[config.mk]
export PLATFORM = sky130hd
export DESIGN_NAME = pipe_skid_chain
export DESIGN_NICKNAME = d
export VERILOG_FILES = /design/src/rtl/pipe_skid_chain_pkg.sv /design/src/rtl/pipe_skid_chain_stage.sv /design/src/rtl/pipe_skid_chain.sv
export SDC_FILE = /design/constraint.sdc
export NUM_CORES = 1
export LEC_CHECK = 0
export ABC_AREA = 1
export CAP_MARGIN = 20
export CELL_PAD_IN_SITES_DETAIL_PLACEMENT = 0
export CELL_PAD_IN_SITES_GLOBAL_PLACEMENT = 1
export CORE_ASPECT_RATIO = 1.75
export CORE_MARGIN = 8
export CORE_UTILIZATION = 37
export DETAILED_ROUTE_END_ITERATION = 16
export GPL_ROUTABILITY_DRIVEN = 1
export HOLD_SLACK_MARGIN = 0.02
export PLACE_DENSITY_LB_ADDON = 0.15
export SETUP_SLACK_MARGIN = 0.15
export SLEW_MARGIN = 0
export SYNTH_ARGS = -nofsm -noshare
export SYNTH_HDL_FRONTEND = slang
export SYNTH_SLANG_ARGS = --single-unit
[constraint.sdc]
create_clock -name clk -period 5.8 [get_ports clk]
set_input_delay 1.16 -clock clk [delete_from_list [all_inputs] [get_ports clk]]
set_output_delay 1.16 -clock clk [all_outputs]
set_load 0.01 [all_outputs]
[src/rtl/pipe_skid_chain_pkg.sv]
// Shared definitions for elastic (valid/ready) pipeline blocks.
package pipe_skid_chain_pkg;

    // Occupancy of one skid stage; reused by other elastic blocks.
    typedef enum logic [1:0] {
        STAGE_EMPTY = 2'd0,
        STAGE_ONE   = 2'd1,
        STAGE_FULL  = 2'd2
    } stage_state_e;

    // Stage state follows from its valid bits; skid is only ever valid behind a valid main.
    function automatic stage_state_e stage_state(input logic main_vld, input logic skid_vld);
        if (skid_vld) begin
            return STAGE_FULL;
        end else if (main_vld) begin
            return STAGE_ONE;
        end else begin
            return STAGE_EMPTY;
        end
    endfunction

endpackage

[src/rtl/pipe_skid_chain_stage.sv]
// One valid/ready skid stage: main + skid register, ready driven from flops only.
module skid_stage
    import pipe_skid_chain_pkg::*;
#(
    parameter int WIDTH = 32
) (
    input  logic             clk,
    input  logic             reset,
    input  logic             flush,
    input  logic             in_valid,
    output logic             in_ready,
    input  logic [WIDTH-1:0] in_data,
    output logic             out_valid,
    input  logic             out_ready,
    output logic [WIDTH-1:0] out_data
);

    logic [WIDTH-1:0] main_q, main_d;
    logic [WIDTH-1:0] skid_q, skid_d;
    logic             main_vld_q, main_vld_d;
    logic             skid_vld_q, skid_vld_d;
    logic             in_xfer;
    logic             out_xfer;
    stage_state_e     state;

    assign in_ready  = ~skid_vld_q;
    assign out_valid = main_vld_q;
    assign out_data  = main_q;

    // Next-state for main/skid registers from the two port transfers.
    always_comb begin
        main_d     = main_q;
        skid_d     = skid_q;
        main_vld_d = main_vld_q;
        skid_vld_d = skid_vld_q;
        in_xfer    = in_valid & ~skid_vld_q;
        out_xfer   = main_vld_q & out_ready;
        state      = stage_state(main_vld_q, skid_vld_q);

        if (reset) begin
            main_d     = '0;
            skid_d     = '0;
            main_vld_d = 1'b0;
            skid_vld_d = 1'b0;
        end else if (flush) begin
            // Data registers keep their contents; only occupancy is discarded.
            main_vld_d = 1'b0;
            skid_vld_d = 1'b0;
        end else begin
            case (state)
                STAGE_EMPTY: begin
                    if (in_xfer) begin
                        main_d     = in_data;
                        main_vld_d = 1'b1;
                    end
                end
                STAGE_ONE: begin
                    if (in_xfer && !out_xfer) begin
                        skid_d     = in_data;
                        skid_vld_d = 1'b1;
                    end else if (!in_xfer && out_xfer) begin
                        main_vld_d = 1'b0;
                    end else if (in_xfer && out_xfer) begin
                        main_d = in_data;
                    end
                end
                STAGE_FULL: begin
                    if (out_xfer) begin
                        main_d     = skid_q;
                        skid_vld_d = 1'b0;
                    end
                end
                default: begin
                end
            endcase
        end
    end

    // Register update.
    always_ff @(posedge clk) begin
        main_q     <= main_d;
        skid_q     <= skid_d;
        main_vld_q <= main_vld_d;
        skid_vld_q <= skid_vld_d;
    end

endmodule

[src/rtl/pipe_skid_chain.sv]
// Chain of DEPTH skid stages with synchronous flush and a registered occupancy count.
module pipe_skid_chain
    import pipe_skid_chain_pkg::*;
#(
    parameter  int WIDTH = 32,
    parameter  int DEPTH = 1,
    localparam int CW    = $clog2(2*DEPTH+1)
) (
    input  logic             clk,
    input  logic             reset,
    input  logic             flush,
    input  logic             in_valid,
    output logic             in_ready,
    input  logic [WIDTH-1:0] in_data,
    output logic             out_valid,
    input  logic             out_ready,
    output logic [WIDTH-1:0] out_data,
    output logic [CW-1:0]    count
);

    logic [DEPTH:0]   vld;
    logic [DEPTH:0]   rdy;
    logic [WIDTH-1:0] dat [DEPTH+1];
    logic [CW-1:0]    count_q, count_d;

    assign vld[0]    = in_valid;
    assign dat[0]    = in_data;
    assign in_ready  = rdy[0];
    assign out_valid = vld[DEPTH];
    assign out_data  = dat[DEPTH];
    assign rdy[DEPTH] = out_ready;
    assign count     = count_q;

    for (genvar k = 0; k < DEPTH; k++) begin : g_stage
        skid_stage #(
            .WIDTH(WIDTH)
        ) u_stage (
            .clk      (clk),
            .reset    (reset),
            .flush    (flush),
            .in_valid (vld[k]),
            .in_ready (rdy[k]),
            .in_data  (dat[k]),
            .out_valid(vld[k+1]),
            .out_ready(rdy[k+1]),
            .out_data (dat[k+1])
        );
    end

    // Occupancy tracks external transfers only; internal hand-offs do not change it.
    always_comb begin
        count_d = count_q;
        if (reset || flush) begin
            count_d = '0;
        end else begin
            count_d = count_q + CW'(in_valid & rdy[0]) - CW'(vld[DEPTH] & out_ready);
        end
    end

    // Count register.
    always_ff @(posedge clk) begin
        count_q <= count_d;
    end

endmodule
==> metrics.md, run 1 <==
| Metric | Value |
|---|---|
| TritonCTS clock tree | yes |
| Worst Setup Start Kind | input port |
| Final instance area | between 4000 and 5000 µm² |
| Pleak | about 2.1 nW |
| Clock Skews | 4.97 ps |
| Seq pwr share | 0.421 |
| Layout Nets | roughly 590 |
| Minimum clock period | ~3700 ps |
| CTS Sinks | 68 |
| Worst EP arrival | 3920 ps |
| Outcome | complete, no violations |
| FP Rows | 45 |
| Port-buffer cells | approximately 70 |
| Yosys warns | 0 |
| Multi-input logic area | about 1500 µm² |
| Flops & latches, synth | 68 |
| Worst Max-Slew Pin Slew | ~950 ps |
| Detail Route Antenna Nets | 0 |
| Worst-path clk slew | 50 ps |
| Post-route core utilization | 0.501 |
| Initial antenna violation count | 0 |
| First-pass GRT wire length | approximately 14,000 µm |
| P_sw | between 0.0002 and 0.0003 W |
| Worst skew pair latency | between 300 and 400 ps |
| Syn Area/Cell | ~6.5 µm² |
| Distinct cells, synth | 22 |
| Synthesized area | between 3000 and 4000 µm² |
| GRT Total Usage | 0.141 |
| 1st-iter DRT viols | approximately 160 |
| 1st-pass router iterations | 4 |
| CP Class | in -> reg |
| Synth area leader | dfxtp_1 |
| Global route overflow | 0 |
| Fmax achieved | roughly 0.27 GHz |
| Tcrit/Tclk final | 0.630 |
| Fin Setup TNS | 0 ps |
| Sw Share | 0.242 |
| Post-place setup slack | between 1500 and 2000 ps |
| FILL cells | between 900 and 1,000 |
| Setup crit end kind | flip-flop |
| RD Place Congestion | around 0.75 |
| Core area | approximately 8600 µm² |
| DP HPWL | ~5300 µm |
| Area share of the largest cell type after synthesis | 0.422 |
| Slew Viols, Final | 0 |
| Placed instance area | ~4000 µm² |
| PwrDens | between 200 and 300 nW/µm² |
| Share of layout cells above drive strength 1 | 0.0490 |
| Sequential Area | between 1000 and 1500 µm² |
| I/O Pins | 73 |
| Final setup viols | 0 |
| Die Area | 12,100 µm² |
| Async SR Flop Fraction | 0 |
| Synth cell count leaders | nor2_1, nand2_1, inv_1 |
| CTS root buffer | clkbuf_16 |
| CTS max path bufs | 2 |
| Via/cell ratio | 4.62 |
| Largest fanout on the critical path | 33 |
| Number of global-route vias before repair | 3,070 |
| FF-to-FF setup slack | 3070 ps |
| Post-CTS sizing | 0 |
| Comb power frac | 0.143 |
| Die extent in x | 86.6 µm |
| Final-report hold violation count | 0 |
| # Post-CTS Setup Buffers | 0 |
| Setup ws final | ~2100 ps |
| Ant. Diodes | 0 |
| Drc violations | 0 |
| Largest cells by area after synthesis | dfxtp_1, nor2_1, nand2_1 |
| EDFF count, synth | 0 |
| Net Count, Synth | ~540 |
| HP Class | reg -> reg |
| Starting Density | 0.377 |
| # Max-Cap Violations | 0 |
| Dominant synthesized flop cell | dfxtp_1 |
| CTS buffer count | 9 |
| Max transition margin | 0.369 |
| Die Height | around 140 µm |
| Count leader, synth | nor2_1 |
| WP data required | about 6100 ps |
| Unrepaired setup endpoints after global routing | no |
| WL/cell | about 12 µm |
| Pint | 0.000908 W |
| Clock network power share | 0.436 |
| Vias | roughly 3,100 |
| Cts hold-fix bufs | 0 |
| Max IR drop VDD | 0.000158 V |
| P&R area growth vs syn | 32.9% |
| DRT Wirelength | between 8000 and 9000 µm |
| Largest net degree at the start of global routing | 69 |
| # H-tree levels | 3 |
| Register area share after synthesis | 0.422 |
| Post-Synthesis Cells | 493 |
==> registers in the layout, summed over array words and instances, names as in the netlist <==
name	cells
count	2
g_stage.u_stage.out_data	32
g_stage.u_stage.out_valid	1
g_stage.u_stage.skid_q	32
g_stage.u_stage.skid_vld_q	1
==> placed cells by master, fill, tap and decap left out <==
cell type,instances
a21oi_1,34
a21oi_4,1
a31oi_1,1
buf_16,1
buf_4,1
clkbuf_1,1
clkbuf_16,9
clkbuf_8,4
clkdlybuf4s50_1,72
clkinv_2,1
dfxtp_1,67
dfxtp_2,1
ha_1,5
inv_1,73
inv_2,3
nand2_1,74
nand2_2,1
nand3_2,1
nand4_1,32
nor2_1,131
nor2_2,1
nor2_4,2
o21ai_0,30
o21ai_1,3
or2_2,1
xnor2_1,1
==> kinds of logic after synthesis <==
group / count (synthesis) / synth area share
XOR/XNOR: 1 / 0.00271
AO/OA/AOI/OAI: 69 / 0.107
AND/OR/NAND/NOR: 243 / 0.315
flip-flops: 68 / 0.422
adder cells (fa/ha/maj): 5 / 0.0194
buffers and inverters: 107 / 0.134
==> worst paths after layout <==
check                                  start                               to  cells past startpoint
max                                 in_valid   g_stage[0].u_stage.out_data[7]                     12
min          g_stage[0].u_stage.out_data[29]  g_stage[0].u_stage.out_data[29]                      2
max reg2reg    g_stage[0].u_stage.skid_vld_q   g_stage[0].u_stage.out_data[7]                      7
min reg2reg  g_stage[0].u_stage.out_data[29]  g_stage[0].u_stage.out_data[29]                      2
==> area by class of cell <==
type                       count  share of cell area
clock buffer                  14              0.0662
timing repair buffer          74               0.176
clock inverter                 1             0.00117
multi-input combinational    318               0.338
tap                          117              0.0341
sequential                    68               0.318
inverter                      76              0.0665
==> critical path, stage by stage <==
cell and delay, ps:
clkdlybuf4s50_1 470, inv_1 40, nor2_1 240, inv_1 80
ha_1 230, inv_1 60, nand2_1 50, nand2_2 490
nand2_1 190, nor2_4 650, nor2_1 100, nor2_1 140
==> metrics by stage <==
stage	cells	hold WS, ps	total power (W)
finish	668	481	0.00120
detailed placement	653	477	0.000690
global route	668	497	0.00126
global placement	652	466	0.000686
floorplan	493	490	0.000605
CTS	668	487	0.00122
==> power by group through the flow <==
stage | logic [W] | clock network [W] | registers [W]
global placement | 0.000172 | 0 | 0.000514
finish | 0.000171 | 0.000522 | 0.000505
CTS | 0.000175 | 0.000536 | 0.000505
detailed placement | 0.000174 | 0 | 0.000515
floorplan | 0.0000828 | 0 | 0.000522
global route | 0.000191 | 0.000557 | 0.000508
==> layer usage <==
metal / global-route usage / up-vias / routed length [µm]
met3: 0.0395 / 14 / 396
met1: 0.153 / 1382 / 3610
met5: 0 / - / 0
li1: - / 1635 / -
met4: 0.0749 / 0 / 172
met2: 0.238 / 57 / 3950
(Power assumes the default switching activity.)
==> inputs of run 2 (changes only) <==
- CORE_UTILIZATION: 37 -> 35
- clock period: 5.8 -> 3.4 ns (I/O delays scaled with it)
==> run 2 against run 1 <==
Effect of this change: sequential share of layout area down 0.60 points; non-clock buffer count rose by 6; count of clock-buffer cells in the layout is 3 lower; worst setup slack got worse by 1200 ps; critical path depth is 9 lower; via count increased by 1.3%; sequential cell count is the same; first-iteration DRC count down 6.8%; design area grew 1.9%; register-to-register slack lost 1600 ps; critical path type is now reg -> out; routed wire length is 4.1% higher; core utilization fell by 1.7 points.
==> metrics.md, run 2 (synthesis gave the netlist of run 1 again) <==
| Metric | Value |
|---|---|
| Drc violations | 0 (unchanged) |
| Seq pwr share | 0.400 (-0.021) |
| PwrDens | 493 nW/µm² (+76%) |
| CP top delay family | buffers and inverters |
| CTS max path bufs | 2 (unchanged) |
| Largest net degree at the start of global routing | 69 (unchanged) |
| I/O Pins | 73 (unchanged) |
| CTS buffer count | 9 (unchanged) |
| Final instance area | 4370 µm² (+1.9%) |
| Pleak | 2.18 nW (+2.0%) |
| # H-tree levels | 3 (unchanged) |
| Global route overflow | 0 (unchanged) |
| WL/cell | 12.5 µm (+2.5%) |
| Die Area | 12,700 µm² (+4.8%) |
| Die Height | 143 µm (+2.5%) |
| P_sw | 0.000508 W (+75%) |
| Fmax achieved | about 0.40 GHz |
| TritonCTS clock tree | yes |
| Worst Max-Slew Pin Slew | 707 ps (-239 ps) |
| Max IR drop VDD | 0.000267 V (+69%) |
| Slew Viols, Final | 0 (unchanged) |
| First-pass GRT wire length | 14,500 µm (+6.1%) |
| Worst skew pair latency | 330 ps (about the same) |
| Share of layout cells above drive strength 1 | 0.0609 (+0.0119) |
| P&R area growth vs syn | 35.5% |
| # Max-Cap Violations | 0 (unchanged) |
| CTS Sinks | 68 (unchanged) |
| Vias | 3,127 (+1.3%) |
| Final setup viols | 0 (unchanged) |
| Tcrit/Tclk final | 0.734 |
| Pint | 0.00165 W (+81%) |
| Post-CTS sizing | 0 (unchanged) |
| Clock Skews | 3.64 ps (-1.33 ps) |
| Number of global-route vias before repair | 3,064 (-0.20%) |
| Core area | 9040 µm² (+5.6%) |
| Die extent in x | 88.6 µm (+2.3%) |
| Max transition margin | 0.529 (+0.160) |
| Cts hold-fix bufs | 0 (unchanged) |
| Critical path's slowest cell | buf_4 |
| Worst hold slack | 482 ps (+1.17 ps) |
| # Post-CTS Setup Buffers | 0 (unchanged) |
| FILL cells | 962 (+5.0%) |
| Critical path, cell by cell | buf_4 -> inv_2 -> clkdlybuf4s50_1 |
| Worst-path clk slew | 50 ps (about the same) |
| Clock network power share | 0.460 (+0.024) |
| DP HPWL | 5430 µm (+1.7%) |
| Placed instance area | 4050 µm² (+1.3%) |
| Largest fanout on the critical path | 68 (+110%) |
| 1st-pass router iterations | 4 (unchanged) |
| Worst EP arrival | 1820 ps (-2100 ps) |
| CP max stage delay | 560 ps (-90 ps) |
| Unrepaired setup endpoints after global routing | no |
| Port-buffer cells | 72 (unchanged) |
| Ant. Diodes | 0 (unchanged) |
| Outcome | complete, no violations |
| Detail Route Antenna Nets | 0 (unchanged) |
| Comb power frac | 0.140 (-0.003) |
| Via/cell ratio | 4.61 (-0.23%) |
| Most frequent cells in the layout | nor2_1, nand2_1, inv_1 |
| Worst Setup Start Kind | flip-flop |
| Most common cell after layout, fill and taps aside | nor2_1 |
| HP Class | reg -> reg |
| CP Class | reg -> out |
| Setup crit end kind | primary output |
| FP Rows | 46 (+2.2%) |
| Fin Setup TNS | 0 ps (unchanged) |
| Initial antenna violation count | 0 (unchanged) |
| GRT Total Usage | 0.146 (+0.00488) |
| Post-route core utilization | 0.484 (-0.0174) |
| RD Place Congestion | 0.757 (+1.2%) |
| Sequential Area | 1360 µm² (unchanged) |
| Final-report hold violation count | 0 (unchanged) |
| DRT Wirelength | 8460 µm (+4.1%) |
| Minimum clock period | between 2000 and 2500 ps |
| Sw Share | 0.236 (-0.00621) |
| CP bufs+invs | 3 (-1) |
| Layout Nets | 595 (+1.0%) |
| 1st-iter DRT viols | 151 (-6.8%) |
| Multi-input logic area | 1450 µm² (unchanged) |
| WP data required | 2720 ps (-3340 ps) |
| CTS root buffer | clkbuf_16 |
| Starting Density | 0.357 (-0.0199) |
[run 2: per-stage QoR]
stage / std cells / setup WS (ps) / power (W)
2_1_floorplan: 493 / 1420 / 0.00103
3_3_place_gp: 662 / 709 / 0.00118
3_5_place_dp: 662 / 635 / 0.00119
4_1_cts: 678 / 855 / 0.00219
5_1_grt: 678 / 758 / 0.00226
6_report: 678 / 904 / 0.00215
[run 2: final timing paths]
kind | from | endpoint | slack, ps | cells after the start
worst max register to register | g_stage[0].u_stage.skid_vld_q | g_stage[0].u_stage.out_data[10] | 1500 | 8
worst max-delay path | g_stage[0].u_stage.skid_vld_q | in_ready | 900 | 3
worst min register to register | g_stage[0].u_stage.out_data[0] | g_stage[0].u_stage.out_data[0] | 480 | 2
worst min-delay path | g_stage[0].u_stage.out_data[0] | g_stage[0].u_stage.out_data[0] | 480 | 2
[run 2: layout make-up]
type / instances / share of cell area
clock buffers: 11 / 0.0555
clock inverters: 5 / 0.0172
inverters: 76 / 0.0653
multi-input cells: 318 / 0.332
flip-flops and latches: 68 / 0.312
well taps: 120 / 0.0343
repair buffers: 80 / 0.184
[run 2: routing by layer]
layer	wire [µm]	global-route usage	up-vias
met4	138	0.0673	0
met1	3610	0.157	1422
li1	-	-	1641
met5	0	0	-
met3	392	0.0380	8
met2	4320	0.253	56
[run 2: tightest hold or removal path, stage by stage, from the launching register on]
cell	delay (ps)
dfxtp_1	320
nor2_1	50
nor2_1	80
[run 2: power groups by stage]
stage	registers (W)	clock network [W]	logic, W
floorplan	0.000891	0	0.000141
finish	0.000861	0.000990	0.000302
detailed placement	0.000879	0	0.000307
global placement	0.000878	0	0.000305
CTS	0.000861	0.00102	0.000308
global route	0.000866	0.00105	0.000342
==> inputs of run 3 (changes only) <==
- CORE_UTILIZATION: 35 -> 31
- clock period: 3.4 -> 2.19 ns (I/O delays scaled with it)
==> run 3 against run 2 <==
Effect of this change: clock skew is 0.58 ps lower; sequential cell count stayed put; routed wire length is 5.2% higher; sequential share of layout area is 0.45 points lower; first-iteration DRC count is 9.3% lower; worst setup slack worse by 560 ps; critical endpoint is now g_stage[0].u_stage.out_data[10]; final cell count is 1.5% higher; core utilization is 5.1 points lower; count of clock-buffer cells in the layout is 2 higher.
==> metrics.md, run 3 (synthesis gave the netlist of run 1 again) <==
| Metric | Value |
|---|---|
| Post-CTS sizing | 0 (unchanged) |
| Die extent in x | 93.1 µm (+5.1%) |
| # H-tree levels | 3 (unchanged) |
| Largest net degree at the start of global routing | 67 (-2.9%) |
| Share of layout cells above drive strength 1 | 0.0677 (+0.00680) |
| Clock Skews | 3.06 ps (-0.580 ps) |
| CTS root buffer | clkbuf_16 |
| Cts hold-fix bufs | 0 (unchanged) |
| Core area | 10,200 µm² (+13%) |
| Initial antenna violation count | 0 (unchanged) |
| Layout Nets | 600 (+0.84%) |
| Minimum clock period | about 1800 ps |
| Ant. Diodes | 0 (unchanged) |
| CP bufs+invs | 5 (+2) |
| FP Rows | 49 (+6.5%) |
| Outcome | complete, no violations |
| Top cell by count, worst path | inv_1 |
| Worst EP arrival | 2110 ps (+290 ps) |
| P&R area growth vs syn | 37.5% |
| TritonCTS clock tree | yes |
| Max transition margin | 0.555 (+0.0265) |
| Dpl cells | 674 (+1.8%) |
| Port-buffer cells | 72 (unchanged) |
| Global route overflow | 0 (unchanged) |
| CP top delay family | buffers and inverters |
| Worst skew pair latency | 320 ps (about the same) |
| Fmax achieved | approximately 0.54 GHz |
| Non-Filler Instances | 688 (+1.5%) |
| I/O Pins | 73 (unchanged) |
| Pleak | 2.20 nW (+0.73%) |
| GRT Total Usage | 0.133 (-0.0126) |
| Via/cell ratio | 4.58 (-0.67%) |
| Drc violations | 0 (unchanged) |
| First-pass GRT wire length | 14,800 µm (+1.8%) |
| HP Class | reg -> reg |
| Worst Max-Slew Pin Slew | 667 ps (-39.7 ps) |
| Critical path, cell by cell | clkdlybuf4s50_1 -> inv_1 -> nor2_4 -> inv_1 -> ha_1 -> inv_1 -> nand2_1 -> nand2_2 -> nand2_1 -> nor2_4 -> buf_12 -> nor2_1 -> nor2_1 |
| CP Class | in -> reg |
| Worst-path clk slew | 50 ps (about the same) |
| 1st-pass router iterations | 4 (unchanged) |
| Critical path's slowest cell | clkdlybuf4s50_1 |
| Post-route core utilization | 0.433 (-0.0506) |
| Most common cell after layout, fill and taps aside | nor2_1 |
| 1st-iter DRT viols | 137 (-9.3%) |
| WP data required | 2450 ps (-270 ps) |
| Tcrit/Tclk final | 0.843 |
| CTS max path bufs | 2 (unchanged) |
| Worst Setup Start Kind | input port |
| CP max stage delay | 480 ps (-80 ps) |
| Largest fanout on the critical path | 13 (-81%) |
| Most frequent cells in the layout | nor2_1, nand2_1, inv_1 |
| Vias | 3,152 (+0.80%) |
| # Post-CTS Setup Buffers | 0 (unchanged) |
| Die Height | 151 µm (+5.6%) |
| CTS buffer count | 9 (unchanged) |
| DRT Wirelength | 8900 µm (+5.2%) |
| Unrepaired setup endpoints after global routing | no |
| Final-report hold violation count | 0 (unchanged) |
| Starting Density | 0.315 (-0.0419) |
| Number of global-route vias before repair | 3,005 (-1.9%) |
| Slew Viols, Final | 0 (unchanged) |
| # Max-Cap Violations | 0 (unchanged) |
| DP HPWL | 6010 µm (+11%) |
| Detail Route Antenna Nets | 0 (unchanged) |
| Max IR drop VDD | 0.000369 V (+38%) |
| PwrDens | 719 nW/µm² (+46%) |
| Die Area | 14,100 µm² (+11%) |
| Final setup viols | 0 (unchanged) |
| WL/cell | 12.9 µm (+3.7%) |
| RD Place Congestion | 0.739 (-2.4%) |
| CTS Sinks | 68 (unchanged) |
| Setup crit end kind | flip-flop |
-- run 3: layout make-up --
type                    instances  area, µm²
fillers                      1089       5800
repair buffers                 85        893
clock inverters                 1       7.51
flip-flops and latches         68       1360
multi-input cells             318       1460
inverters                      76        285
clock buffers                  13        270
well taps                     127        159
-- run 3: metal layers --
metal | wire [µm] | vias up | global-route usage
li1 | - | 1649 | -
met1 | 3720 | 1439 | 0.143
met2 | 4610 | 56 | 0.239
met3 | 460 | 8 | 0.0362
met4 | 113 | 0 | 0.0511
met5 | 0 | - | 0
-- run 3: tightest hold or removal path: cells and delay by family, from the launching register on --
kind             cells  cell delay (ps)
DFF                  1              320
and+or+nand+nor      2              130
-- run 3: power breakdown --
part,internal (W),switching (W)
clock network,0.000847,0.000511
logic,0.000245,0.000247
registers,0.00130,0.0000347
total,0.00240,0.000793
-- run 3: per-stage QoR --
step / hold slack (ps) / power [W] / area (µm²) / setup slack (ps) / TNS (ps)
after floorplan: 490 / 0.00160 / 3230 / 213 / 0
after global placement: 464 / 0.00186 / 4150 / -84.1 / -2280
after detailed placement: 473 / 0.00187 / 4150 / -146 / -4740
after CTS: 485 / 0.00325 / 4430 / 200 / 0
after global routing: 505 / 0.00336 / 4440 / 161 / 0
final: 478 / 0.00319 / 4440 / 345 / 0
-- run 3: path summary, 6_finish.rpt --
check                           slack [ps]                         endpoint  cells past startpoint                      startpoint
worst max-delay path                   340  g_stage[0].u_stage.out_data[10]                     13                        in_valid
worst min-delay path                   480   g_stage[0].u_stage.out_data[4]                      2  g_stage[0].u_stage.out_data[4]
worst max register to register         460  g_stage[0].u_stage.out_data[18]                      7   g_stage[0].u_stage.skid_vld_q
worst min register to register         480   g_stage[0].u_stage.out_data[4]                      2  g_stage[0].u_stage.out_data[4]
